==> src/rtl/reflet_inst16_arbiter.sv <==
// Two-port arbiter for the 16-bit instruction memory: CPU fetch path (A) and loader/debug path (B).
// Every access is a registered single-word IDLE -> ACCESS -> DONE transaction, acked in DONE.
module reflet_inst16_arbiter #(
   parameter int unsigned FIXED_PRIO = 32'd0,
   parameter int unsigned ADDR_W     = 32'd15,
   parameter int unsigned DATA_W     = 32'd16
) (
   input  logic              clk,
   input  logic              reset,
   input  logic              mem_ready,
   input  logic              a_req,
   input  logic [ADDR_W-1:0] a_addr,
   input  logic [DATA_W-1:0] a_wdata,
   input  logic              a_we,
   output logic              a_ack,
   output logic [DATA_W-1:0] a_rdata,
   input  logic              b_req,
   input  logic [ADDR_W-1:0] b_addr,
   input  logic [DATA_W-1:0] b_wdata,
   input  logic              b_we,
   output logic              b_ack,
   output logic [DATA_W-1:0] b_rdata,
   input  logic              b_lock,
   output logic              mem_enable,
   output logic [ADDR_W-1:0] mem_addr,
   output logic [DATA_W-1:0] mem_data_in,
   output logic              mem_write_en,
   input  logic [DATA_W-1:0] mem_data_out,
   output logic              busy
);

   typedef enum logic [1:0] {
      ST_IDLE   = 2'd0,
      ST_ACCESS = 2'd1,
      ST_DONE   = 2'd2
   } state_t;

   localparam logic PORT_A = 1'b0;
   localparam logic PORT_B = 1'b1;

   state_t            state_q, state_d;
   logic              sel_q, sel_d;
   logic              last_q, last_d;
   logic              mem_enable_q, mem_enable_d;
   logic              mem_write_en_q, mem_write_en_d;
   logic [ADDR_W-1:0] mem_addr_q, mem_addr_d;
   logic [DATA_W-1:0] mem_data_in_q, mem_data_in_d;
   logic              a_ack_q, a_ack_d;
   logic              b_ack_q, b_ack_d;
   logic              busy_q, busy_d;

   logic a_elig_s;
   logic b_elig_s;
   logic tie_b_s;
   logic grant_s;
   logic grant_b_s;

   assign a_elig_s = a_req & ~b_lock & mem_ready;
   assign b_elig_s = b_req & mem_ready;
   // On a tie, round-robin picks the port that was not granted last.
   assign tie_b_s  = (FIXED_PRIO != 32'd0) ? PORT_A : ~last_q;

   // Next-state, winner selection and memory-side register loads.
   always_comb begin
      state_d        = state_q;
      sel_d          = sel_q;
      last_d         = last_q;
      mem_enable_d   = 1'b0;
      mem_write_en_d = 1'b0;
      mem_addr_d     = mem_addr_q;
      mem_data_in_d  = mem_data_in_q;
      a_ack_d        = 1'b0;
      b_ack_d        = 1'b0;
      grant_s        = 1'b0;
      grant_b_s      = PORT_A;

      case (state_q)
         ST_IDLE: begin
            if (a_elig_s | b_elig_s) begin
               grant_s   = 1'b1;
               grant_b_s = (a_elig_s & b_elig_s) ? tie_b_s : b_elig_s;
            end else begin
               state_d = ST_IDLE;
            end
         end
         ST_ACCESS: begin
            state_d = ST_DONE;
            a_ack_d = (sel_q == PORT_A);
            b_ack_d = (sel_q == PORT_B);
         end
         ST_DONE: begin
            // The port acked now still holds req this cycle, so only the other one may win.
            state_d = ST_IDLE;
            if (sel_q == PORT_A) begin
               grant_s   = b_elig_s;
               grant_b_s = PORT_B;
            end else begin
               grant_s   = a_elig_s;
               grant_b_s = PORT_A;
            end
         end
         default: begin
            state_d = ST_IDLE;
         end
      endcase

      if (grant_s) begin
         state_d        = ST_ACCESS;
         sel_d          = grant_b_s;
         last_d         = grant_b_s;
         mem_enable_d   = 1'b1;
         mem_addr_d     = grant_b_s ? b_addr  : a_addr;
         mem_data_in_d  = grant_b_s ? b_wdata : a_wdata;
         mem_write_en_d = grant_b_s ? b_we    : a_we;
      end else begin
         mem_enable_d = 1'b0;
      end

      busy_d = (state_d != ST_IDLE);
   end

   // State and output registers; reset aborts any transaction without an ack.
   always_ff @(posedge clk or negedge reset) begin
      if (!reset) begin
         state_q        <= ST_IDLE;
         sel_q          <= PORT_A;
         last_q         <= PORT_B;
         mem_enable_q   <= 1'b0;
         mem_write_en_q <= 1'b0;
         mem_addr_q     <= {ADDR_W{1'b0}};
         mem_data_in_q  <= {DATA_W{1'b0}};
         a_ack_q        <= 1'b0;
         b_ack_q        <= 1'b0;
         busy_q         <= 1'b0;
      end else begin
         state_q        <= state_d;
         sel_q          <= sel_d;
         last_q         <= last_d;
         mem_enable_q   <= mem_enable_d;
         mem_write_en_q <= mem_write_en_d;
         mem_addr_q     <= mem_addr_d;
         mem_data_in_q  <= mem_data_in_d;
         a_ack_q        <= a_ack_d;
         b_ack_q        <= b_ack_d;
         busy_q         <= busy_d;
      end
   end

   // Read data only becomes valid in DONE, so it is gated by the registered ack.
   assign a_rdata      = a_ack_q ? mem_data_out : {DATA_W{1'b0}};
   assign b_rdata      = b_ack_q ? mem_data_out : {DATA_W{1'b0}};
   assign a_ack        = a_ack_q;
   assign b_ack        = b_ack_q;
   assign mem_enable   = mem_enable_q;
   assign mem_write_en = mem_write_en_q;
   assign mem_addr     = mem_addr_q;
   assign mem_data_in  = mem_data_in_q;
   assign busy         = busy_q;

endmodule

==> config.mk <==
export PLATFORM = sky130hd
export DESIGN_NAME = reflet_inst16_arbiter
export DESIGN_NICKNAME = d
export VERILOG_FILES = /design/src/rtl/reflet_inst16_arbiter.sv
export SDC_FILE = /design/constraint.sdc
export NUM_CORES = 1
export LEC_CHECK = 0
export CAP_MARGIN = 15
export CORE_MARGIN = 1
export CORE_UTILIZATION = 34
export DETAILED_ROUTE_END_ITERATION = 8
export PLACE_DENSITY = 0.82
export SLEW_MARGIN = 15
export SYNTH_ARGS = -nofsm -noshare
export SYNTH_HDL_FRONTEND = slang
export SYNTH_SLANG_ARGS = --single-unit
==> constraint.sdc <==
create_clock -name clk -period 1.9 [get_ports clk]
set_input_delay 0.19 -clock clk [delete_from_list [all_inputs] [get_ports clk]]
set_output_delay 0.19 -clock clk [all_outputs]
set_load 0.01 [all_outputs]
**Word-level counts from Yosys, hierarchy flattened**

Cells that the tools add are included.

- Word-level logic and storage cells: 41
- Output and inout port bits: 68
- Register bits after elaboration: 40
- Input port bits: 86

- Reductions and logical operators: 2
- Multiplexer cells: 19
- Equality and inequality tests: 2
- Bitwise logic cells: 8

Operators with widths:

| cell | count |
|---|---|
| $mux 16 | 3 |
| $mux 15 | 1 |
| $mux 1 | 10 |
| $and 1x1->1 | 4 |
| $mux 2 | 2 |
| $pmux 1 s2 | 2 |
| $pmux 2 s2 | 1 |
| $not 1->1 | 3 |
| $eq 2x1->1 const B | 1 |
| $eq 2x2->1 const B | 1 |
| $logic_not 2->1 | 1 |
| $reduce_bool 2->1 | 1 |
| $or 1x1->1 | 1 |

**Depth between registers and ports, before layout**

Gate-level depths: netlist of the first run.

- Word-level depth: 9
- Gate-level depth with buffers: 5
- Mapped depth without buffers: 4

**Worst setup path after synthesis of the first run**

OpenSTA, ideal clock, no wires.

- Path kind: register to register
- From: register state_q[1]
- To: register sel_q
- Clock period less this slack: 1.563 ns
- Setup time: 0.127 ns
- Required time: 1.773 ns
- Setup slack: 0.337 ns
- Path buffers: 1
- Stages on the path, launching flop included: 5
- Data arrival time: 1.435 ns
- Cells stage by stage: dfrtp_1 > a21bo_2 > a221oi_4 > buf_4 > mux2_1

- Cells in the longest elaborated chain, start to end: 2
- Elaborated cells between the ends (all ways): 4
- Those cells by class: 1 x eq/ne; 2 x mux; 1 x reduce/logical

RTL lines:

| item | RTL line | text |
|---|---|---|
| from (decl) | 41 | `state_t state_q, state_d;` |
| from (signal assigned) | 136 | `state_q <= state_d;` |
| $eq 2x2->1 or $logic_not 2->1 (tied branches) | 77 | `case (state_q)` |
| $pmux 1 s2 | 77 |  |
| to (signal assigned) | 137 | `sel_q <= sel_d;` |
| to (decl) | 42 | `logic sel_q, sel_d;` |

Parallel ways exist; a longest one is shown, timed or not.
A chain may end at the register's enable or synchronous reset.

**Worst setup path in the final report of the first run**

- From: register a_ack_q, in the netlist a_ack
- To: output a_rdata[3]

- Cells in the longest elaborated chain, start to end: 1

RTL lines:

| item | RTL line | text |
|---|---|---|
| from (decl) | 48 | `logic a_ack_q, a_ack_d;` |
| from (signal assigned) | 143 | `a_ack_q <= a_ack_d;` |
| $mux 16 | 150 | `assign a_rdata = a_ack_q ? mem_data_out : {DATA_W{1'b0}};` |
| to (decl) | 16 | `output logic [DATA_W-1:0] a_rdata,` |

No other way between the ends.

==> impl_metrics.csv, run 1 <==
group,metric,value,unit
run_status,status,"complete, no violations",
grt,antenna_found_initial,0,
power,ir_worst_vdd,0.514,mV
sta,max_slew.worst_pin.slew,500,ps
synth,avgSynthCellArea,8.63,um2
grt,grt_max_degree,41,
drt,first_pass_iters,4,
placed_design,gp_congestion,0.784,
cts,cts_tree,"built",
drt,remaining_drc_errors,0,
floorplan,ios,154,
sta,setup_viol,0,
drt,vias_per_cell,4.68,
placed_design,io_buffer_count,153,
synth,ys_seq_area_frac,0.501,
finish,fin_nets,472,
drt,wl,5.92,mm
floorplan,die_w,78.7,um
synth,ys_types,20,
worst_setup_path,cp-start-kind,"register",
grt,overflow,0,
worst_setup_path,cp.arrival,1500,ps
synth,synth_warnings,0,
worst_setup_path,critPathMaxFanout,17,
sta,finClkSkew,8.20,ps
cts,cts_buffers,5,
sta,slew-limit-headroom,0.666,
grt,first_global_vias,2149,
synth,synth_edf_count,0,
synth,synthCells,232,
worst_setup_path,cp_slowest_stage_delay,530,ps
cts,clk-insertion-delay-late,290,ps
worst_setup_path,path_cells,"and2_1 -> clkdlybuf4s50_1",
sta,slew_viol_final,0,
worst_setup_path,cpMaxStageDelayCell,"clkdlybuf4s50_1",
floorplan,placementRows,27,
worst_setup_path,crit_start,"a_ack",
floorplan,fp.dieH,78.7,um
sta,rsz0062_at_grt,"no",
power,powerDensity,872,nW/um2
synth,syn_area,2000,um2
finish,fill_cells,476,
cts,h-tree-depth,2,
min_path,min_from,"a_wdata[7]",
finish,final-seq-area,1000,um2
worst_setup_path,rr_startpoint,"state_q[1]",
synth,yosys_most_used_dff,"dfrtp_1",
drt,wl_per_cell,12.9,um
cts,clock_path_buffers,2,
floorplan,dieArea,6200,um2
drt,vias,2146,
power,p_leak,1.54,nW
synth,async_flop_share,1.00,
sta,fin_crit_sh,0.888,
worst_setup_path,critPathCaptureType,"primary output",
drt,ant_nets,0,
finish,area_growth,86.9,%
grt,grt_pass1_wl,10.1,mm
synth,synth-seq-cells,40,
drt,drtIter0Drc,78,
sta,fmax,593,MHz
grt,grt_use_total,0.207,
cts,clock-sinks,40,
sta,hold_viol_final,0,
flow_run,cap_violations,0,
cts,root_buffer,"clkbuf_8",
sta,fin_crit,1690,ps
floorplan,start_util,0.359,
floorplan,core_area,5570,um2
sta,fin_tns_setup,0,ps
sta,hold_ws,449,ps
finish,diodes,0,
finish,multi_input_area,915,um2
synth,synth.net_count,318,
worst_setup_path,worstSetupPathType,"reg -> out",
min_path,hold_class,"in -> reg",
cts,clkTransAtPathRegs,80,ps
placed_design,dp_hpwl,4.58,mm
finish,drive_gt1_frac,0.0594,
worst_setup_path,worstPathRequired,1710,ps
[metrics by stage]
step	power (W)	setup slack (ps)	instance area, um2	instances	util
5_1_grt	0.00349	112	3740	459	0.671
2_1_floorplan	0.00178	337	2000	232	-
3_5_place_dp	0.00261	-17.8	3620	450	0.650
3_3_place_gp	0.00258	40.0	3620	450	0.650
6_report	0.00326	213	3740	459	0.671
4_1_cts	0.00331	43.1	3740	459	0.671
[what timing repair did]
action                                 4_1_cts  5_1_grt
setup endpoints to repair                    0       21
hold buffers                                 1        0
endpoints found under the hold margin       39        0
gates resized for setup                      0        2
buffers inserted                             0        0
[logic make-up after synthesis]
family	share of synthesized area
AOI/OAI and AO/OA	0.136
buffers and inverters	0.0425
DFF	0.501
muxes	0.0112
and+or+nand+nor	0.309
[final timing paths]
| check | end | slack [ps] | depth (start not counted) |
|---|---|---|---|
| setup / recovery | a_rdata[3] | 210 | 2 |
| hold / removal | mem_data_in[7] | 450 | 3 |
| setup reg to reg | mem_addr[7] | 240 | 5 |
| hold reg to reg | a_ack | 540 | 1 |
| max in group asynchronous | b_ack | 1040 | 3 |
| min in group asynchronous | mem_data_in[12] | 480 | 3 |
[cell usage after synthesis, drive strengths merged (2+ instances only)]
master | instances | area [um2]
nand2 | 64 | 240
dfrtp | 39 | 976
a221oi | 2 | 35.0
buf | 12 | 70.1
nor2 | 34 | 128
clkbuf | 3 | 11.3
a31oi | 31 | 194
mux2 | 2 | 22.5
and2 | 33 | 206
nand2b | 4 | 25.0
[placed cells by master (no fill, tap or decap), types with 2 or more instances in the layout]
cell type        count
a31oi_1             31
and2_1              33
buf_12               2
buf_4                6
clkbuf_8             5
clkdlybuf4s50_1    152
dfrtp_1             37
dfrtp_2              2
mux2_1               2
nand2_1             64
nand2b_1             4
nor2_1              34
[state kept, by name, summed over array words and instances (netlist names)]
| signal | count |
|---|---|
| mem_data_in | 16 |
| mem_addr | 15 |
| state_q | 2 |
| a_ack | 1 |
| b_ack | 1 |
| busy | 1 |
| last_q | 1 |
| mem_enable | 1 |
| mem_write_en | 1 |
| sel_q | 1 |
[where the power goes]
group          leakage (nW)  internal (W)  total, W  switching, W
Clock                0.0552      0.000390  0.000679      0.000289
Sequential            0.455       0.00109   0.00123      0.000143
Combinational          1.03      0.000796   0.00136      0.000559
[area by class of cell]
type	count	area share
Tap cell	72	0.0241
Inverter	1	0.00100
Timing Repair Buffer	162	0.433
Multi-Input combinational cell	176	0.244
Clock inverter	2	0.00936
Sequential cell	40	0.268
Clock buffer	6	0.0194
[metal layers]
layer | GRT usage | up-vias | routed length [um]
met5 | 0 | - | 0
met4 | 0.0648 | 0 | 99
met3 | 0.0678 | 11 | 612
met2 | 0.375 | 101 | 2990
met1 | 0.226 | 961 | 2220
li1 | - | 1073 | -
[worst max-delay path, delay by kind of cell (launching register included)]
family / cells / cell delay, ps
buffers and inverters: 1 / 530
DFF: 1 / 500
and+or+nand+nor: 1 / 180
Note: power is estimated with default switching activity, not from simulation.
==> inputs of run 2 (changes only) <==
--- a/config.mk
+++ b/config.mk
@@ -6,6 +6,7 @@
 export NUM_CORES = 1
 export LEC_CHECK = 0
 export CAP_MARGIN = 15
+export CORE_ASPECT_RATIO = 1.4
 export CORE_MARGIN = 1
 export CORE_UTILIZATION = 34
 export DETAILED_ROUTE_END_ITERATION = 8
==> run 2 against run 1 <==
Effect of this change:
- die area about the same
- clock skew is 3.6 ps lower
- core utilization shrank 0.64 points
- clock-buffer cell count rose by 2
- combinational power about the same
- largest power group unchanged
==> impl_metrics.csv, run 2 (synthesis gave the netlist of run 1 again) <==
group,metric,value,unit
run_status,status,"complete, no violations",
cts,cts_tree,"built",
cts,h-tree-depth,2,
worst_setup_path,cp_slowest_stage_delay,570,ps
grt,first_global_vias,2013,
drt,ant_nets,0,
cts,clock-sinks,40,
finish,fin_nets,475,
floorplan,fp.dieH,92.8,um
finish,layout_commonest_cell,"clkdlybuf4s50_1",
worst_setup_path,cp-start-kind,"register",
floorplan,dieArea,6200,um2
sta,fin_tns_setup,0,ps
sta,fin_crit_sh,0.930,
worst_setup_path,critPathCaptureType,"primary output",
sta,hold_viol_final,0,
power,seqPwrFrac,0.389,
finish,diodes,0,
placed_design,placed_cells,449,
sta,fin_crit,1770,ps
finish,area_growth,86.2,%
sta,rsz0062_at_grt,"no",
placed_design,io_buffer_count,153,
power,internal-power,0.00218,W
drt,first_pass_iters,4,
worst_setup_path,worstSetupPathType,"reg -> out",
sta,slew-limit-headroom,0.667,
floorplan,placementRows,32,
cts,postCtsSetupBuffers,0,
cts,clk-insertion-delay-late,290,ps
worst_setup_path,worstPathRequired,1710,ps
drt,wl,5.87,mm
finish,final-seq-area,1000,um2
power,p_leak,1.55,nW
sta,setup_viol,0,
sta,setup_ws,134,ps
drt,vias,2145,
power,ir_worst_vdd,0.480,mV
worst_setup_path,cp.arrival,1580,ps
finish,fin_util,0.665,
power,powerDensity,850,nW/um2
sta,fmax,566,MHz
cts,clkTransAtPathRegs,70,ps
grt,antenna_found_initial,0,
sta,hold_ws,455,ps
sta,slew_viol_final,0,
drt,vias_per_cell,4.68,
finish,most-common-layout-cells,"clkdlybuf4s50_1, nand2_1, dfrtp_1",
power,p_switching,0.000982,W
grt,grt_pass1_wl,9.25,mm
drt,drtIter0Drc,63,
floorplan,core_area,5610,um2
placed_design,gp_congestion,0.782,
finish,fill_cells,488,
floorplan,die_w,66.9,um
grt,overflow,0,
grt,grt_use_total,0.198,
min_path,hold_class,"in -> reg",
cts,clock_path_buffers,2,
cts,root_buffer,"clkbuf_8",
flow_run,cap_violations,0,
drt,remaining_drc_errors,0,
worst_setup_path,path_cells,"and2_1 -> clkdlybuf4s50_1",
finish,drive_gt1_frac,0.0590,
drt,wl_per_cell,12.8,um
grt,grt_max_degree,41,
sta,max_slew.worst_pin.slew,499,ps
sta,finClkSkew,4.62,ps
worst_setup_path,cpMaxStageDelayCell,"dfrtp_1",
power,clkPwrFrac,0.181,
power,switching_share,0.310,
power,pwr-share-comb,0.430,
finish,fin_cells,458,
placed_design,dp_slack,-3.96,ps
finish,largest_register_ffs,16,
floorplan,ios,154,
floorplan,start_util,0.357,
cts,cts_buffers,5,
finish,multi_input_area,915,um2
placed_design,dp_hpwl,4.68,mm
worst_setup_path,critPathMaxFanout,17,
==> run 2: changes by cell type in the layout (fill, tap and decap cells not counted), sizes merged <==
cell,delta
clkinv,-1
buf,+3
bufinv,-1
clkbuf,+2
==> run 2: repair_timing <==
| item | 4_1_cts | 5_1_grt |
|---|---|---|
| hold buffers | 1 | 0 |
| endpoints found under the hold margin | 39 | 0 |
| resized for setup | 0 | 0 |
==> run 2: power groups by stage <==
| stage | Clock, W | Sequential [W] | Combinational (W) |
|---|---|---|---|
| floorplan | 0 | 0.00133 | 0.000454 |
| global placement | 0 | 0.00124 | 0.00135 |
| detailed placement | 0 | 0.00125 | 0.00137 |
| CTS | 0.000592 | 0.00124 | 0.00138 |
| global route | 0.000629 | 0.00126 | 0.00148 |
| finish | 0.000574 | 0.00123 | 0.00136 |
==> run 2: final cells by class <==
type,instances,area share
timing repair buffer,165,0.438
sequential,40,0.269
multi-input combinational,176,0.245
clock buffer,8,0.0242
tap,68,0.0228
inverter,1,0.00101
==> run 2: stage by stage <==
| stage | cell area (um2) | total power [W] |
|---|---|---|
| final | 3730 | 0.00317 |
| after global routing | 3730 | 0.00338 |
| after CTS | 3730 | 0.00321 |
| after detailed placement | 3630 | 0.00263 |
| after global placement | 3630 | 0.00259 |
| after floorplan | 2000 | 0.00178 |
==> run 2: final timing paths <==
| check | start | to | slack (ps) | cells past startpoint |
|---|---|---|---|---|
| min reg2reg | mem_addr[0] | mem_addr[0] | 550 | 2 |
| min in group asynchronous | reset | mem_data_in[14] | 480 | 3 |
| max in group asynchronous | reset | last_q | 1040 | 3 |
| min | a_we | mem_write_en | 460 | 3 |
| max reg2reg | state_q[1] | mem_addr[12] | 240 | 6 |
| max | a_ack | a_rdata[14] | 130 | 2 |
==> run 2: critical path: cells and delay by family (launching register included) <==
family | cells | cell delay [ps]
simple gates | 1 | 200
flops | 1 | 570
buf+inv | 1 | 530
==> run 2: metal layers <==
| metal | routed length (um) | global-route usage |
|---|---|---|
| met1 | 1990 | 0.198 |
| met2 | 3140 | 0.370 |
| met3 | 658 | 0.0665 |
| met4 | 83 | 0.0656 |
| met5 | 0 | 0 |
==> inputs of run 3 (changes only) <==
--- a/config.mk
+++ b/config.mk
@@ -10,7 +10,7 @@
 export CORE_MARGIN = 1
 export CORE_UTILIZATION = 34
 export DETAILED_ROUTE_END_ITERATION = 8
-export PLACE_DENSITY = 0.82
+export PLACE_DENSITY = 0.81
 export SLEW_MARGIN = 15
 export SYNTH_ARGS = -nofsm -noshare
 export SYNTH_HDL_FRONTEND = slang
==> run 3 against run 2 <==
Effect of this change:
- global-route usage grew 0.40 points
- first-iteration DRC count shrank 37%
- worst hold slack got worse by 440 ps
- register-to-register slack hardly changed
- maximum frequency increased by 0.16%
- critical path depth stayed put
- sequential power hardly changed
- critical endpoint is now b_rdata[5]
- largest cell class unchanged
- die area unchanged
- clock skew increased by 3.5 ps
- total power increased by 5.6%
==> impl_metrics.csv, run 3 (synthesis gave the netlist of run 1 again) <==
group,metric,value,unit
run_status,status,"complete, no violations",
floorplan,placementRows,32,
grt,grt_use_total,0.202,
placed_design,dp_hpwl,4.56,mm
placed_design,gp_congestion,0.746,
sta,slew-limit-headroom,0.410,
power,p_switching,0.000999,W
placed_design,dp_slack,-41.1,ps
sta,fin_crit,1760,ps
cts,ctsHoldBuffers,0,
drt,remaining_drc_errors,0,
sta,setup_ws,137,ps
grt,met3_usage,0.0727,
power,switching_share,0.299,
placed_design,io_buffer_count,153,
finish,most-common-layout-cells,"clkdlybuf4s50_1, nand2_1, dfrtp_1",
cts,ctsResizeCount,0,
cts,postCtsSetupBuffers,0,
grt,met2_usage,0.360,
worst_setup_path,critPathMaxFanout,17,
sta,hold_viol_final,0,
power,pwr-share-comb,0.405,
worst_setup_path,cp-start-kind,"register",
grt,met1_usage,0.216,
floorplan,core_area,5610,um2
worst_setup_path,cp.arrival,1570,ps
worst_setup_path,crit_start,"b_ack",
drt,drtIter0Drc,40,
floorplan,die_w,66.9,um
power,ir_worst_vdd,0.623,mV
sta,fin_crit_sh,0.928,
grt,overflow,0,
finish,fill_cells,480,
min_path,hold_class,"in -> async",
power,p_leak,1.55,nW
worst_setup_path,worstPathRequired,1710,ps
floorplan,fp.dieH,92.8,um
floorplan,start_util,0.357,
drt,vias_per_cell,4.78,
drt,wl_per_cell,13.0,um
sta,setup_viol,0,
flow_run,cap_violations,0,
grt,grt_pass1_wl,9.50,mm
drt,vias,2167,
finish,diodes,0,
cts,clkTransAtPathRegs,80,ps
finish,area_growth,86.7,%
grt,antenna_found_initial,0,
cts,root_buffer,"clkbuf_8",
cts,cts_buffers,5,
grt,grt_max_degree,45,
finish,largest_register_ffs,16,
cts,h-tree-depth,2,
sta,max_slew.worst_pin.slew,885,ps
finish,drive_gt1_frac,0.0571,
drt,ant_nets,0,
sta,rsz0062_at_grt,"no",
sta,fmax,567,MHz
drt,wl,5.87,mm
grt,first_global_vias,2060,
floorplan,ios,154,
power,seqPwrFrac,0.368,
worst_setup_path,critPathCaptureType,"primary output",
floorplan,dieArea,6200,um2
sta,finClkSkew,8.11,ps
cts,clk-insertion-delay-late,290,ps
power,powerDensity,894,nW/um2
grt,busiest_layer,"met2",
finish,fin_nets,470,
sta,slew_viol_final,0,
power,clkPwrFrac,0.227,
cts,clock-sinks,40,
finish,layout_commonest_cell,"clkdlybuf4s50_1",
worst_setup_path,rr_startpoint,"state_q[1]",
drt,first_pass_iters,4,
cts,cts_tree,"built",
worst_setup_path,worstSetupPathType,"reg -> out",
power,internal-power,0.00234,W
sta,hold_ws,14.1,ps
cts,clock_path_buffers,2,
run 3: cell types whose count changed in the layout (fill, tap and decap cells not counted), sizes merged:
cell	delta
buf	-4
bufinv	+1
clkbuf	-1
dlygate4sd3	-1
run 3: final timing paths:
check	to	slack (ps)	cells after the start
worst max-delay path	b_rdata[5]	140	2
min in group clk	mem_write_en	440	3
max in group asynchronous	a_ack	1270	1
worst min-delay path	mem_addr[9]	10	1
worst min register to register	a_ack	540	1
worst max register to register	mem_data_in[12]	230	5
run 3: worst max-delay path, cell delays in order, from the launching register on:
cell	delay (ps)
dfrtp_1	560
and2_1	200
clkdlybuf4s50_1	530
run 3: cell type report:
| type | instances | area (um2) | area share |
|---|---|---|---|
| timing repair buffer | 160 | 1600 | 0.429 |
| multi-input combinational | 176 | 915 | 0.245 |
| sequential | 40 | 1000 | 0.268 |
| tap | 68 | 85.1 | 0.0228 |
| inverter | 1 | 3.75 | 0.00100 |
| clock buffer | 7 | 96.3 | 0.0258 |
| clock inverter | 1 | 30.0 | 0.00803 |
run 3: stage by stage:
stage	cells	util	area [um2]	TNS [ps]	power, W
floorplan	232	-	2000	0	0.00178
global placement	445	0.644	3610	0	0.00258
detailed placement	445	0.644	3610	-155	0.00261
CTS	453	0.667	3740	0	0.00338
global route	453	0.667	3740	0	0.00355
finish	453	0.667	3740	0	0.00334
run 3: per-layer routing:
| layer | wire length [um] | vias up | share of wire |
|---|---|---|---|
| li1 | - | 1066 | - |
| met1 | 2060 | 963 | 0.35 |
| met2 | 2980 | 125 | 0.51 |
| met3 | 702 | 13 | 0.12 |
| met4 | 131 | 0 | 0.022 |
| met5 | 0 | - | 0 |
run 3: power groups by stage:
stage / combinational, W / sequential [W] / clock, W
global placement: 0.00135 / 0.00124 / 0
global route: 0.00148 / 0.00127 / 0.000811
finish: 0.00135 / 0.00123 / 0.000760
detailed placement: 0.00137 / 0.00124 / 0
floorplan: 0.000454 / 0.00133 / 0
CTS: 0.00137 / 0.00123 / 0.000774
